$ cat src/rtl/softstart_pkg.sv
// Shared types and default constants for the soft-start sequencer.
// SOFTSTART_SEQ_RAMPDOWN_EN adds the RAMPDN state to the state enum.
package softstart_pkg;

  localparam int CODE_W_DEF     = 8;
  localparam int DIV_W_DEF      = 10;
  localparam int PRECHG_CYC_DEF = 16;

  typedef enum logic [2:0] {
    S_IDLE   = 3'd0,
    S_PRECHG = 3'd1,
    S_RAMP   = 3'd2,
    S_DONE   = 3'd3,
`ifdef SOFTSTART_SEQ_RAMPDOWN_EN
    S_RAMPDN = 3'd5,
`endif
    S_FAULT  = 3'd4
  } ss_state_t;

  // States that report ss_busy.
  function automatic logic is_busy(ss_state_t s);
    logic b;
    b = (s == S_PRECHG) || (s == S_RAMP);
`ifdef SOFTSTART_SEQ_RAMPDOWN_EN
    if (s == S_RAMPDN) b = 1'b1;
`endif
    return b;
  endfunction

endpackage

$ cat src/rtl/softstart_presc.sv
// Ramp step prescaler: counts 0..i_div while i_run, pulses o_tc on the
// terminal count. Ports: clk, rst, i_clr, i_run, i_div, o_tc.
module softstart_presc
  import softstart_pkg::*;
#(
  parameter int DIV_W = DIV_W_DEF
) (
  input  logic             clk,
  input  logic             rst,
  input  logic             i_clr,
  input  logic             i_run,
  input  logic [DIV_W-1:0] i_div,
  output logic             o_tc
);

  logic [DIV_W-1:0] r_cnt;

  // >= keeps the count bounded if i_div shrinks mid-count.
  assign o_tc = i_run && (r_cnt >= i_div);

  always_ff @(posedge clk or posedge rst) begin
    if (rst) begin
      r_cnt <= '0;
    end else if (i_clr || !i_run || o_tc) begin
      r_cnt <= '0;
    end else begin
      r_cnt <= r_cnt + DIV_W'(1);
    end
  end

endmodule

$ cat src/rtl/softstart_seq.sv
// Soft-start sequencer: IDLE -> PRECHG -> RAMP -> DONE, with FAULT latch.
// Ports: clk, rst, en, fault, target, step_div -> ss_code, drv_en,
// ss_busy, ss_done, fault_latched. SOFTSTART_SEQ_RAMPDOWN_EN: ramp down.
module softstart_seq
  import softstart_pkg::*;
#(
  parameter int CODE_W     = CODE_W_DEF,
  parameter int DIV_W      = DIV_W_DEF,
  parameter int PRECHG_CYC = PRECHG_CYC_DEF
) (
  input  logic              clk,
  input  logic              rst,
  input  logic              en,
  input  logic              fault,
  input  logic [CODE_W-1:0] target,
  input  logic [DIV_W-1:0]  step_div,
  output logic [CODE_W-1:0] ss_code,
  output logic              drv_en,
  output logic              ss_busy,
  output logic              ss_done,
  output logic              fault_latched
);

  localparam int PC_W =
    (PRECHG_CYC > 1) ? $clog2(PRECHG_CYC) : 1;
  localparam logic [PC_W-1:0] PC_LAST =
    PC_W'(PRECHG_CYC - 1);
  localparam logic [CODE_W-1:0] C_ONE = CODE_W'(1);

`ifdef SOFTSTART_SEQ_RAMPDOWN_EN
  localparam ss_state_t S_OFF = S_RAMPDN;
`else
  localparam ss_state_t S_OFF = S_IDLE;
`endif

  ss_state_t         r_state;
  ss_state_t         w_nxt;
  logic [CODE_W-1:0] r_code;
  logic [CODE_W-1:0] w_code_nxt;
  logic [CODE_W-1:0] r_tq;
  logic [CODE_W-1:0] w_tq_nxt;
  logic [PC_W-1:0]   r_pc;
  logic [PC_W-1:0]   w_pc_nxt;
  logic              r_drv;
  logic              r_busy;
  logic              r_done;
  logic              r_flt;
  logic              w_drv_nxt;
  logic              w_run;
  logic              w_clr;
  logic              w_tc;

  always_comb begin
    w_run = (r_state == S_RAMP);
`ifdef SOFTSTART_SEQ_RAMPDOWN_EN
    if (r_state == S_RAMPDN) w_run = 1'b1;
`endif
  end

  // Any state change restarts the step timing.
  assign w_clr = (w_nxt != r_state);

  softstart_presc #(
    .DIV_W (DIV_W)
  ) u_presc (
    .clk   (clk),
    .rst   (rst),
    .i_clr (w_clr),
    .i_run (w_run),
    .i_div (step_div),
    .o_tc  (w_tc)
  );

  always_comb begin
    w_nxt      = r_state;
    w_code_nxt = r_code;
    w_tq_nxt   = r_tq;
    w_pc_nxt   = r_pc;
    if (fault) begin
      w_nxt = S_FAULT;
    end else begin
      unique case (r_state)
        S_IDLE: begin
          if (en) begin
            w_nxt    = S_PRECHG;
            w_tq_nxt = target;
          end
        end
        S_PRECHG: begin
          if (!en) begin
            w_nxt = S_OFF;
          end else if (r_pc == PC_LAST) begin
            w_nxt = S_RAMP;
          end else begin
            w_pc_nxt = r_pc + PC_W'(1);
          end
        end
        S_RAMP: begin
          if (!en) begin
            w_nxt = S_OFF;
          end else if (r_code == r_tq) begin
            w_nxt = S_DONE;
          end else if (w_tc) begin
            // r_code < r_tq here, so +1 cannot wrap.
            w_code_nxt = r_code + C_ONE;
            if (w_code_nxt == r_tq) w_nxt = S_DONE;
          end
        end
        S_DONE: begin
          if (!en) w_nxt = S_OFF;
        end
`ifdef SOFTSTART_SEQ_RAMPDOWN_EN
        S_RAMPDN: begin
          if (en) begin
            w_nxt = S_RAMP;
          end else if (r_code == '0) begin
            w_nxt = S_IDLE;
          end else if (w_tc) begin
            w_code_nxt = r_code - C_ONE;
            if (w_code_nxt == '0) w_nxt = S_IDLE;
          end
        end
`endif
        S_FAULT: begin
          if (!en) w_nxt = S_IDLE;
        end
        default: begin
          w_nxt = S_IDLE;
        end
      endcase
    end
    if (w_nxt == S_IDLE || w_nxt == S_FAULT) begin
      w_code_nxt = '0;
    end
    if (w_nxt != S_PRECHG) begin
      w_pc_nxt = '0;
    end
  end

  always_comb begin
    w_drv_nxt = (w_nxt == S_RAMP) || (w_nxt == S_DONE);
`ifdef SOFTSTART_SEQ_RAMPDOWN_EN
    // Driver stays on while the reference is still above zero.
    if (w_nxt == S_RAMPDN && w_code_nxt != '0) w_drv_nxt = 1'b1;
`endif
  end

  always_ff @(posedge clk or posedge rst) begin
    if (rst) begin
      r_state <= S_IDLE;
      r_code  <= '0;
      r_tq    <= '0;
      r_pc    <= '0;
      r_drv   <= 1'b0;
      r_busy  <= 1'b0;
      r_done  <= 1'b0;
      r_flt   <= 1'b0;
    end else begin
      r_state <= w_nxt;
      r_code  <= w_code_nxt;
      r_tq    <= w_tq_nxt;
      r_pc    <= w_pc_nxt;
      r_drv   <= w_drv_nxt;
      r_busy  <= is_busy(w_nxt);
      r_done  <= (w_nxt == S_DONE);
      r_flt   <= (w_nxt == S_FAULT);
    end
  end

  assign ss_code       = r_code;
  assign drv_en        = r_drv;
  assign ss_busy       = r_busy;
  assign ss_done       = r_done;
  assign fault_latched = r_flt;

endmodule
$ cat config.mk
export PLATFORM = sky130hd
export DESIGN_NAME = softstart_seq
export DESIGN_NICKNAME = d
export VERILOG_FILES = /design/src/rtl/softstart_pkg.sv /design/src/rtl/softstart_presc.sv /design/src/rtl/softstart_seq.sv
export SDC_FILE = /design/constraint.sdc
export NUM_CORES = 1
export LEC_CHECK = 0
export CAP_MARGIN = 20
export CELL_PAD_IN_SITES_DETAIL_PLACEMENT = 0
export CELL_PAD_IN_SITES_GLOBAL_PLACEMENT = 1
export CORE_MARGIN = 2
export CORE_UTILIZATION = 37
export DETAILED_ROUTE_END_ITERATION = 6
export GPL_ROUTABILITY_DRIVEN = 0
export PLACE_DENSITY = 0.75
export SKIP_CTS_REPAIR_TIMING = 1
export SLEW_MARGIN = 40
export SYNTH_ARGS = -nofsm -noshare
export SYNTH_HDL_FRONTEND = slang
export SYNTH_SLANG_ARGS = --single-unit
$ cat constraint.sdc
create_clock -name clk -period 2 [get_ports clk]
set_input_delay 0.2 -clock clk [delete_from_list [all_inputs] [get_ports clk]]
set_output_delay 0.2 -clock clk [all_outputs]
set_load 0.05 [all_outputs]
# --- Word level (Yosys, flattened, before mapping) ---
# Cells that the tools add are included.
word_totals:
  ff_bits: 37
  in_bits: 22
  output_inout_bits: 12
  word_cells: 71
classes:
  addsub: 3
  n_lt_le_gt_ge: 1
  n_eq_ne: 17
  n_mux: 22
  bitwise: 1
  reduce_logical: 18
op_table:
  columns: ["op", "n"]
  rows:
  - ["$mux 8", 6]
  - ["$mux 3", 9]
  - ["$mux 4", 5]
  - ["$eq 8x8->1", 2]
  - ["$eq 3x2->1 const B", 4]
  - ["$pmux 3 s4", 1]
  - ["$add 10x1->10 const B", 1]
  - ["$ge 10x10->1", 1]
  - ["$mux 10", 1]
  - ["$reduce_bool 2->1", 5]
  - ["$add 8x1->8 const B", 1]
  - ["$ne 2x1->1 const B", 4]
  - ["$eq 3x1->1 const B", 2]
  - ["$eq 3x3->1 const B", 2]
  - ["$logic_not 3->1", 2]
  - ["$logic_or 1x1->1", 5]
  - ["$reduce_and 5->1", 1]
  - ["$add 4x1->4 const B", 1]
  - ["$eq 4x4->1 const B", 1]
  - ["$reduce_and 4->1", 1]
  - ["$ne 3x1->1 const B", 1]
  - ["$ne 3x3->1", 1]
  - ["$reduce_and 3->1", 1]
  - ["$reduce_or 2->1", 1]
  - ["other kinds (3)", 3]

# --- Longest topological paths before layout ---
# Gate-level depths: netlist (run 1).
logic_depth:
  depth_word: 12
  depth_mapped: 9
  mapped_depth_nobuf: 8

# --- By module ---
# Synthesis (run 1) repeated with hierarchy kept, for this count alone.
unflattened:
  cells_unflattened: 231
  area_unflattened_um2: 2308.5
by_module_without_submodules:
  columns: ["mod", "instances", "cells_per_inst", "area_each_um2", "seq_area_each_um2"]
  rows:
  - ["softstart_seq", 1, 149, 1551.5, 675.6]
  - ["softstart_presc", 1, 82, 757.0, 250.2]

# --- Worst setup path after synthesis (run 1) ---
# Ideal clock, no wire load.
synth_timing:
  kind: "register to register"
  from: "register r_code[1] (netlist: ss_code[1])"
  to: "register r_busy (netlist: ss_busy)"
  setup_time_ns: 0.130
  t_arrival_ns: 2.103
  required_time_ns: 1.870
  setup_slack_ns: -0.233
  stages_incl_launch_ff: 8
  path_buffers: 0
  period_less_slack_ns: 2.233
  cell_sequence: "dfrtp_1 > ha_1 > xnor2_1 > nand2_1 > a2111oi_0 > o211ai_1 > o31ai_4 > a21oi_1"
synth_via:
  elab_chain_len: 10
  word_cells_on_any_way: 12
  classes_between: "add/sub: 1; eq/ne: 4; mux: 6; reduce/logical: 1"
synth_lines:
  columns: ["element", "line", "rtl"]
  rows:
  - ["start: declaration", "softstart_seq.sv:38", "logic [CODE_W-1:0] r_code;"]
  - ["start signal: assignment", "softstart_seq.sv:160", "r_code <= w_code_nxt;"]
  - ["$add 8x1->8", "softstart_seq.sv:105", "w_code_nxt = r_code + C_ONE;"]
  - ["$eq 8x8->1", "softstart_seq.sv:106", "if (w_code_nxt == r_tq) w_nxt = S_DONE;"]
  - ["$mux 3", "softstart_seq.sv:106", null]
  - ["$mux 3", "softstart_seq.sv:103", "end else if (w_tc) begin"]
  - ["$mux 3 *", "softstart_seq.sv:101", "end else if (r_code == r_tq) begin"]
  - ["$mux 3 *", "softstart_seq.sv:99", "if (!en) begin"]
  - ["$pmux 3 s4 *", "softstart_seq.sv:82", "unique case (r_state)"]
  - ["$mux 3 *", "softstart_seq.sv:79", "if (fault) begin"]
  - ["named net w_nxt[0]", "softstart_seq.sv:37", "ss_state_t w_nxt;"]
  - ["$eq 3x1->1 / $eq 3x2->1 (equally long branches)", "softstart_pkg.sv:23", "b = (s == S_PRECHG) || (s == S_RAMP);"]
  - ["$logic_or 1x1->1 *", "softstart_pkg.sv:23", null]
  - ["end signal: assignment", "softstart_seq.sv:164", "r_busy <= is_busy(w_nxt);"]
  - ["end: declaration", "softstart_seq.sv:45", "logic r_busy;"]
# Mark *: on every way through the listed nets, which the timed path passes. The rest lies on a longest branch.
# A chain may end at the register's enable or synchronous reset.

# --- Final worst setup path (run 1) ---
layout_timing:
  from: "input port step_div[4]"
  to: "register r_code[1] (netlist: ss_code[1])"
layout_via:
  elab_chain_len: 11
  word_cells_on_any_way: 17
  classes_between: "order compare: 1; eq/ne: 3; mux: 6; reduce/logical: 7"
layout_lines:
  columns: ["element", "line", "rtl"]
  rows:
  - ["start: declaration", "softstart_seq.sv:16", "input logic [DIV_W-1:0] step_div,"]
  - ["$ge 10x10->1 *", "softstart_presc.sv:19", "assign o_tc = i_run && (r_cnt >= i_div);"]
  - ["$logic_and 1x1->1 *", "softstart_presc.sv:19", null]
  - ["$mux 3", "softstart_seq.sv:103", null]
  - ["$mux 3", "softstart_seq.sv:101", null]
  - ["$mux 3", "softstart_seq.sv:99", null]
  - ["$pmux 3 s4", "softstart_seq.sv:82", null]
  - ["$mux 3", "softstart_seq.sv:79", null]
  - ["$eq 3x3->1 / $logic_not 3->1 (equally long branches)", "softstart_seq.sv:132", "if (w_nxt == S_IDLE || w_nxt == S_FAULT) begin"]
  - ["$logic_or 1x1->1", "softstart_seq.sv:132", null]
  - ["$ne 2x1->1 (no source line) / $reduce_bool 2->1 (equally long branches)", null, null]
  - ["$reduce_and 5->1 (no source line)", null, null]
# Mark *: on every way between the ends. The rest lies on a longest branch, timed or not.

==> qor.yml, run 1 <==
timing:
  worst_slew_pin_slew_ns: 0.502
  slew_headroom_pct: 66.4
  setup_ws_ns: -0.0231
  post-route-min-period_ns: 2.02
  setup_viol: 5
  grt_setup_unrepaired: "yes"
  finalClockSkew_ns: 0.00295
  fin_crit_sh_pct: 101
  hold_slack_ns: 0.293
  finalHoldViolCount: 0
  drv_slew: 0
  fmax_mhz: 494
final_layout:
  multi_input_area_um2: 1250
  num-nets-final: 314
  n_antenna_cell: 0
  ff_latch_area_um2: 937
  fin_cells: 352
  final_util_pct: 54.6
  area_growth_pct: 40.6
  fillers: 510
  drive_gt1_share_pct: 29.3
place:
  portBuffers: 33
  preCtsSetupSlack_ns: -0.349
  dp.cells: 343
  hpwl_mm: 3.53
critical_path:
  crit_fanout: 3
  start_kind: "input pin"
  end_kind: "register"
  critPathKind: "in -> reg"
  r2r-start: "ss_code[1]"
  reg2reg_slack_ns: -0.01
  worstPathArrival_ns: 2.20
  crit_start: "step_div[4]"
  critPathRequiredTime_ns: 2.18
  r2r_cells: 7
  r2r_end: "ss_done"
detailed_routing:
  totalWireLength_mm: 4.61
  drt_iter0_drc: 83
  viasPerCell: 4.95
  wl_per_cell_um: 13.1
  vias: 1742
  drtAntennaViolNets: 0
  drc: 0
  first_pass_iters: 4
yosys:
  ys_types: 47
  ys.flop_type: "dfrtp_1"
  ys_warn_count: 0
  yosysMostFrequentCell: "dfrtp_1"
  synth_area_leaders: "dfrtp_1 43%, ha_1 7.5%, xor2_1 6.5%"
  synth_commonest_cells: "37 x dfrtp_1, 23 x nor2_1, 16 x xor2_1"
  synth_edf_count: 0
  yosysTopAreaCellShare_pct: 42.8
  syn-num-nets: 248
  seq_area_frac_synth_pct: 42.8
  synth-seq-cells: 37
  synth_cells: 213
  synth.avg_cell_area_um2: 10.2
  async_flop_share_pct: 100
  yosysTopAreaCell: "dfrtp_1"
  syn_area_um2: 2160
global_route:
  grt_pass1_vias: 1678
  antenna_found_initial: 0
  grt_max_degree: 32
  met1_usage_pct: 21.6
  top_usage_layer: "met2"
  grt_use_met3_pct: 3.71
  grt_pass1_wl_mm: 7.73
  overflow: 0
  globalRouteMet2Util_pct: 24.2
  grt_use_total_pct: 15.7
floorplanning:
  dieHeight_um: 80.5
  die_x_um: 80.5
  coreArea_um2: 5570
  die_area_um2: 6480
  std_cell_rows: 27
  ios: 34
  start_util_pct: 38.8
clock_network:
  cts_buffers: 5
  clk_latency_ns: 0.29
  cts_root_buf: "clkbuf_8"
  path_clk_slew_ns: 0.07
  cts_tree: "built"
  cts-htree-levels: 2
  cts_buffer_depth: 2
  numClockSinks: 37
flow_run:
  drv_cap: 0
power_and_ir_drop:
  p_per_area_nw_per_um2: 599
  peakVddDrop_v: 0.000413
  leakagePower_nw: 1.31
outcome:
  outcome: "finished, violations left"
  violations: "negative setup slack"
hold_path:
  hold_path.class: "in -> async"
## cells by family (layout without fill, tap and decap cells)
family | count (synthesis) | after routing | synth area share, %
flops | 37 | 37 | 42.8
simple gates | 73 | 73 | 18.0
fa+ha+maj | 13 | 13 | 7.51
compound gates | 35 | 35 | 11.8
xor+xnor | 24 | 24 | 9.71
mux | 10 | 10 | 5.09
buf+inv | 21 | 88 | 5.03
## cell usage in the layout (no fill, tap or decap), drive strengths merged, types with 7 or more instances in the layout
cell type	Yosys	routed
xnor2	8	8
xor2	16	16
clkbuf	0	7
nand2	9	9
nand3	12	12
ha	13	13
nor2	23	23
a21oi	9	9
mux2	8	8
dfrtp	37	37
inv	14	14
buf	7	33
clkdlybuf4s50	0	33
## how the worst max path moves through the flow
stage                     cells past startpoint  slack [ns]          to
after floorplan                               8       -0.03     ss_busy
final                                        10       -0.02  ss_code[1]
after global routing                         10       -0.12  ss_code[7]
after detailed placement                      9       -0.35  ss_code[4]
after global placement                        9       -0.30  ss_code[3]
after CTS                                     7       -0.06  ss_code[4]
## report_power, final
part | leakage, nW | total, mW | switching [mW] | internal [mW]
sequential | 0.481 | 0.841 | 0.0478 | 0.793
combinational | 0.770 | 0.323 | 0.141 | 0.182
clock | 0.0585 | 0.658 | 0.252 | 0.406
total | 1.31 | 1.82 | 0.441 | 1.38
## sequential cells by signal, summed over array words and instances, names as in the netlist
| name | count |
|---|---|
| ss_done | 1 |
| drv_en | 1 |
| r_state | 3 |
| u_presc.r_cnt | 10 |
| ss_busy | 1 |
| r_tq | 8 |
| fault_latched | 1 |
| ss_code | 8 |
| r_pc | 4 |
## stage by stage
| stage | cell area (µm²) | power (mW) | TNS, ns |
|---|---|---|---|
| after floorplan | 2220 | 1.04 | -0.0483 |
| after global placement | 2830 | 1.15 | -5.54 |
| after detailed placement | 2830 | 1.16 | -6.30 |
| after CTS | 2950 | 1.82 | -0.380 |
| after global routing | 3040 | 1.92 | -1.01 |
| final | 3040 | 1.82 | -0.0521 |
## per-layer routing
metal  up-vias  wire length (µm)
met5         -                 0
met4         0                58
met3         6               138
met2        21              2140
met1       837              2280
li1        878                 -
## final cells by class
cell class                      instances  area share [%]
Tap cell                               72            2.96
Timing Repair Buffer                   66            19.5
Inverter                               14            1.73
Sequential cell                        37            30.8
Clock buffer                            7            2.84
Clock inverter                          1           0.987
Multi-Input combinational cell        155            41.2
## critical path, stage by stage
cell and delay [ns]:
clkdlybuf4s50_1 0.45, inv_1 0.04, ha_1 0.33, a21oi_2 0.17, a211oi_2 0.08, or3_4 0.40, o21ai_2 0.17, buf_4 0.15
mux2i_1 0.17, nor2_1 0.06
(Power assumes the default switching activity.)
==> run 2: changes to the inputs <==
--- a/config.mk
+++ b/config.mk
@@ -5,14 +5,15 @@
 export SDC_FILE = /design/constraint.sdc
 export NUM_CORES = 1
 export LEC_CHECK = 0
+export ABC_AREA = 1
 export CAP_MARGIN = 20
 export CELL_PAD_IN_SITES_DETAIL_PLACEMENT = 0
 export CELL_PAD_IN_SITES_GLOBAL_PLACEMENT = 1
 export CORE_MARGIN = 2
-export CORE_UTILIZATION = 37
+export CORE_UTILIZATION = 36
 export DETAILED_ROUTE_END_ITERATION = 6
 export GPL_ROUTABILITY_DRIVEN = 0
-export PLACE_DENSITY = 0.75
+export PLACE_DENSITY_LB_ADDON = 0.1
 export SKIP_CTS_REPAIR_TIMING = 1
 export SLEW_MARGIN = 40
 export SYNTH_ARGS = -nofsm -noshare
==> run 2 against run 1 <==
The flow now finishes without violations; power fell by 10%; clock power down 20%; setup slack improved by 0.15 ns; utilization decreased by 4.8 points; sequential cell count did not move; critical path depth up 1; critical path type unchanged; critical endpoint is now ss_code[6]; largest cell class unchanged; largest power group unchanged.
==> qor.yml, run 2 <==
global_route:
  antenna_found_initial: 0
  grt_use_met3_pct: 3.68
  overflow: 0
  top_usage_layer: "met2"
  grt_use_total_pct: 14.7
  globalRouteMet2Util_pct: 21.6
  grt_max_degree: 38
  met1_usage_pct: 21.0
  grt_pass1_wl_mm: 8.26
  grt_pass1_vias: 1775
clock_network:
  cts_buffer_depth: 2
  cts_buffers: 5
  cts-htree-levels: 2
  path_clk_slew_ns: 0.08
  cts_tree: "built"
  numClockSinks: 37
  clk_latency_ns: 0.29
  cts_root_buf: "clkbuf_8"
timing:
  finalHoldViolCount: 0
  finalClockSkew_ns: 0.00451
  slew_headroom_pct: 66.2
  fmax_mhz: 533
  drv_slew: 0
  worst_slew_pin_slew_ns: 0.505
  hold_slack_ns: 0.315
  setup_viol: 0
  setup_ws_ns: 0.124
  post-route-min-period_ns: 1.88
  fin_crit_sh_pct: 93.8
detailed_routing:
  vias: 1932
  drtAntennaViolNets: 0
  totalWireLength_mm: 4.88
  wl_per_cell_um: 11.6
  drt_iter0_drc: 116
  first_pass_iters: 4
  drc: 0
  viasPerCell: 4.59
floorplanning:
  std_cell_rows: 28
  die_area_um2: 6900
  die_x_um: 83.1
  coreArea_um2: 5990
  dieHeight_um: 83.1
  start_util_pct: 37.6
  ios: 34
power_and_ir_drop:
  p_comb_share_pct: 17.4
  leakagePower_nw: 1.42
  peakVddDrop_v: 0.000274
  internal_power_mw: 1.16
  power_frac_clock_pct: 32.4
  p_per_area_nw_per_um2: 548
  p_seq_share_pct: 50.2
  p_sw_share_pct: 28.7
  p_sw_mw: 0.470
critical_path:
  reg2reg_slack_ns: 0.13
  critPathRequiredTime_ns: 2.17
  r2r-start: "ss_code[0]"
  r2r_end: "u_presc.r_cnt[5]"
  r2r_cells: 14
  start_kind: "input pin"
  worstPathArrival_ns: 2.05
  end_kind: "register"
  critPathKind: "in -> reg"
  crit_fanout: 7
flow_run:
  drv_cap: 0
yosys:
  synth_cells: 286
  ys_types: 31
  synth_area_leaders: "dfrtp_1 41%, nand2_1 10%, inv_1 7.5%"
  syn-num-nets: 321
  synth_edf_count: 0
  synth_commonest_cells: "60 x nand2_1, 45 x inv_1, 37 x dfrtp_1"
  yosysTopAreaCellShare_pct: 41.1
  async_flop_share_pct: 100
  ys.flop_type: "dfrtp_1"
  syn_area_um2: 2250
  yosysMostFrequentCell: "nand2_1"
  yosysTopAreaCell: "dfrtp_1"
  ys_warn_count: 0
  seq_area_frac_synth_pct: 41.1
  synth.avg_cell_area_um2: 7.87
  synth-seq-cells: 37
final_layout:
  area_growth_pct: 32.5
  postLayoutCellArea_um2: 2980
  fin_cells: 421
  final_util_pct: 49.8
  largest_reg_flops: 10
  drive_gt1_share_pct: 18.8
  regMostFlops: "u_presc.r_cnt"
  layout_common_cells: "57 x nand2_1, 43 x inv_1, 34 x dfrtp_1, 33 x clkdlybuf4s50_1, 31 x nor2_1"
  num-nets-final: 380
  layout_commonest_cell: "nand2_1"
  n_antenna_cell: 0
outcome:
  outcome: "completed"
place:
  dp.cells: 411
  portBuffers: 33
  preCtsSetupSlack_ns: -0.255
  postPlaceCellArea_um2: 2810
  hpwl_mm: 3.67
hold_path:
  hold_path.class: "in -> async"
run 2: logic make-up (layout without fill, tap and decap cells):
family,Yosys count,count (layout),share of synthesized area (%)
XOR/XNOR,16,16,6.23
AND/OR/NAND/NOR,145,146,29.6
buffers and inverters,48,107,8.06
multiplexers,3,3,1.45
adder cells (fa/ha/maj),13,13,7.23
AO/OA/AOI/OAI,24,24,6.28
flip-flops,37,37,41.1
run 2: worst max-delay path, cell delays in order:
cell	delay, ns
clkdlybuf4s50_1	0.45
inv_1	0.04
ha_1	0.30
a21o_1	0.19
nor2_1	0.12
nand3_2	0.13
buf_4	0.16
a31oi_1	0.19
inv_2	0.10
nand4_1	0.08
o21ai_0	0.08
run 2: final cells by class:
class,instances,area (µm²)
tap,75,93.8
sequential,37,930
inverter,47,176
timing repair buffer,52,473
clock inverter,3,21.3
multi-input combinational,202,1220
fill,606,3010
clock buffer,5,68.8
run 2: layer usage:
| metal | vias up | part of all wire (%) | wire length, µm |
|---|---|---|---|
| met5 | - | 0 | 0 |
| met4 | 0 | 1.4 | 70 |
| met3 | 8 | 3.9 | 192 |
| met2 | 36 | 43 | 2090 |
| met1 | 856 | 52 | 2530 |
| li1 | 1032 | - | - |
run 2: worst max path at each step:
stage | from | end | slack, ns
2_1_floorplan | ss_code[2] | u_presc.r_cnt[2] | 0.09
3_3_place_gp | step_div[9] | ss_code[6] | -0.21
3_5_place_dp | step_div[9] | ss_code[6] | -0.25
4_1_cts | ss_code[0] | u_presc.r_cnt[5] | -0.002
5_1_grt | ss_code[0] | r_pc[1] | -0.03
6_report | step_div[9] | ss_code[6] | 0.12
run 2: power groups by stage:
stage	Combinational (mW)	Clock, mW	Sequential (mW)
final	0.285	0.529	0.821
after global routing	0.324	0.584	0.826
after detailed placement	0.274	0	0.833
after floorplan	0.164	0	0.839
after CTS	0.276	0.558	0.820
after global placement	0.272	0	0.834
run 2: metrics by stage:
step | setup TNS (ns) | total power, mW
finish | 0 | 1.63
global placement | -3.87 | 1.11
floorplan | 0 | 1.00
detailed placement | -4.88 | 1.11
global route | -0.0951 | 1.73
CTS | -0.00151 | 1.65
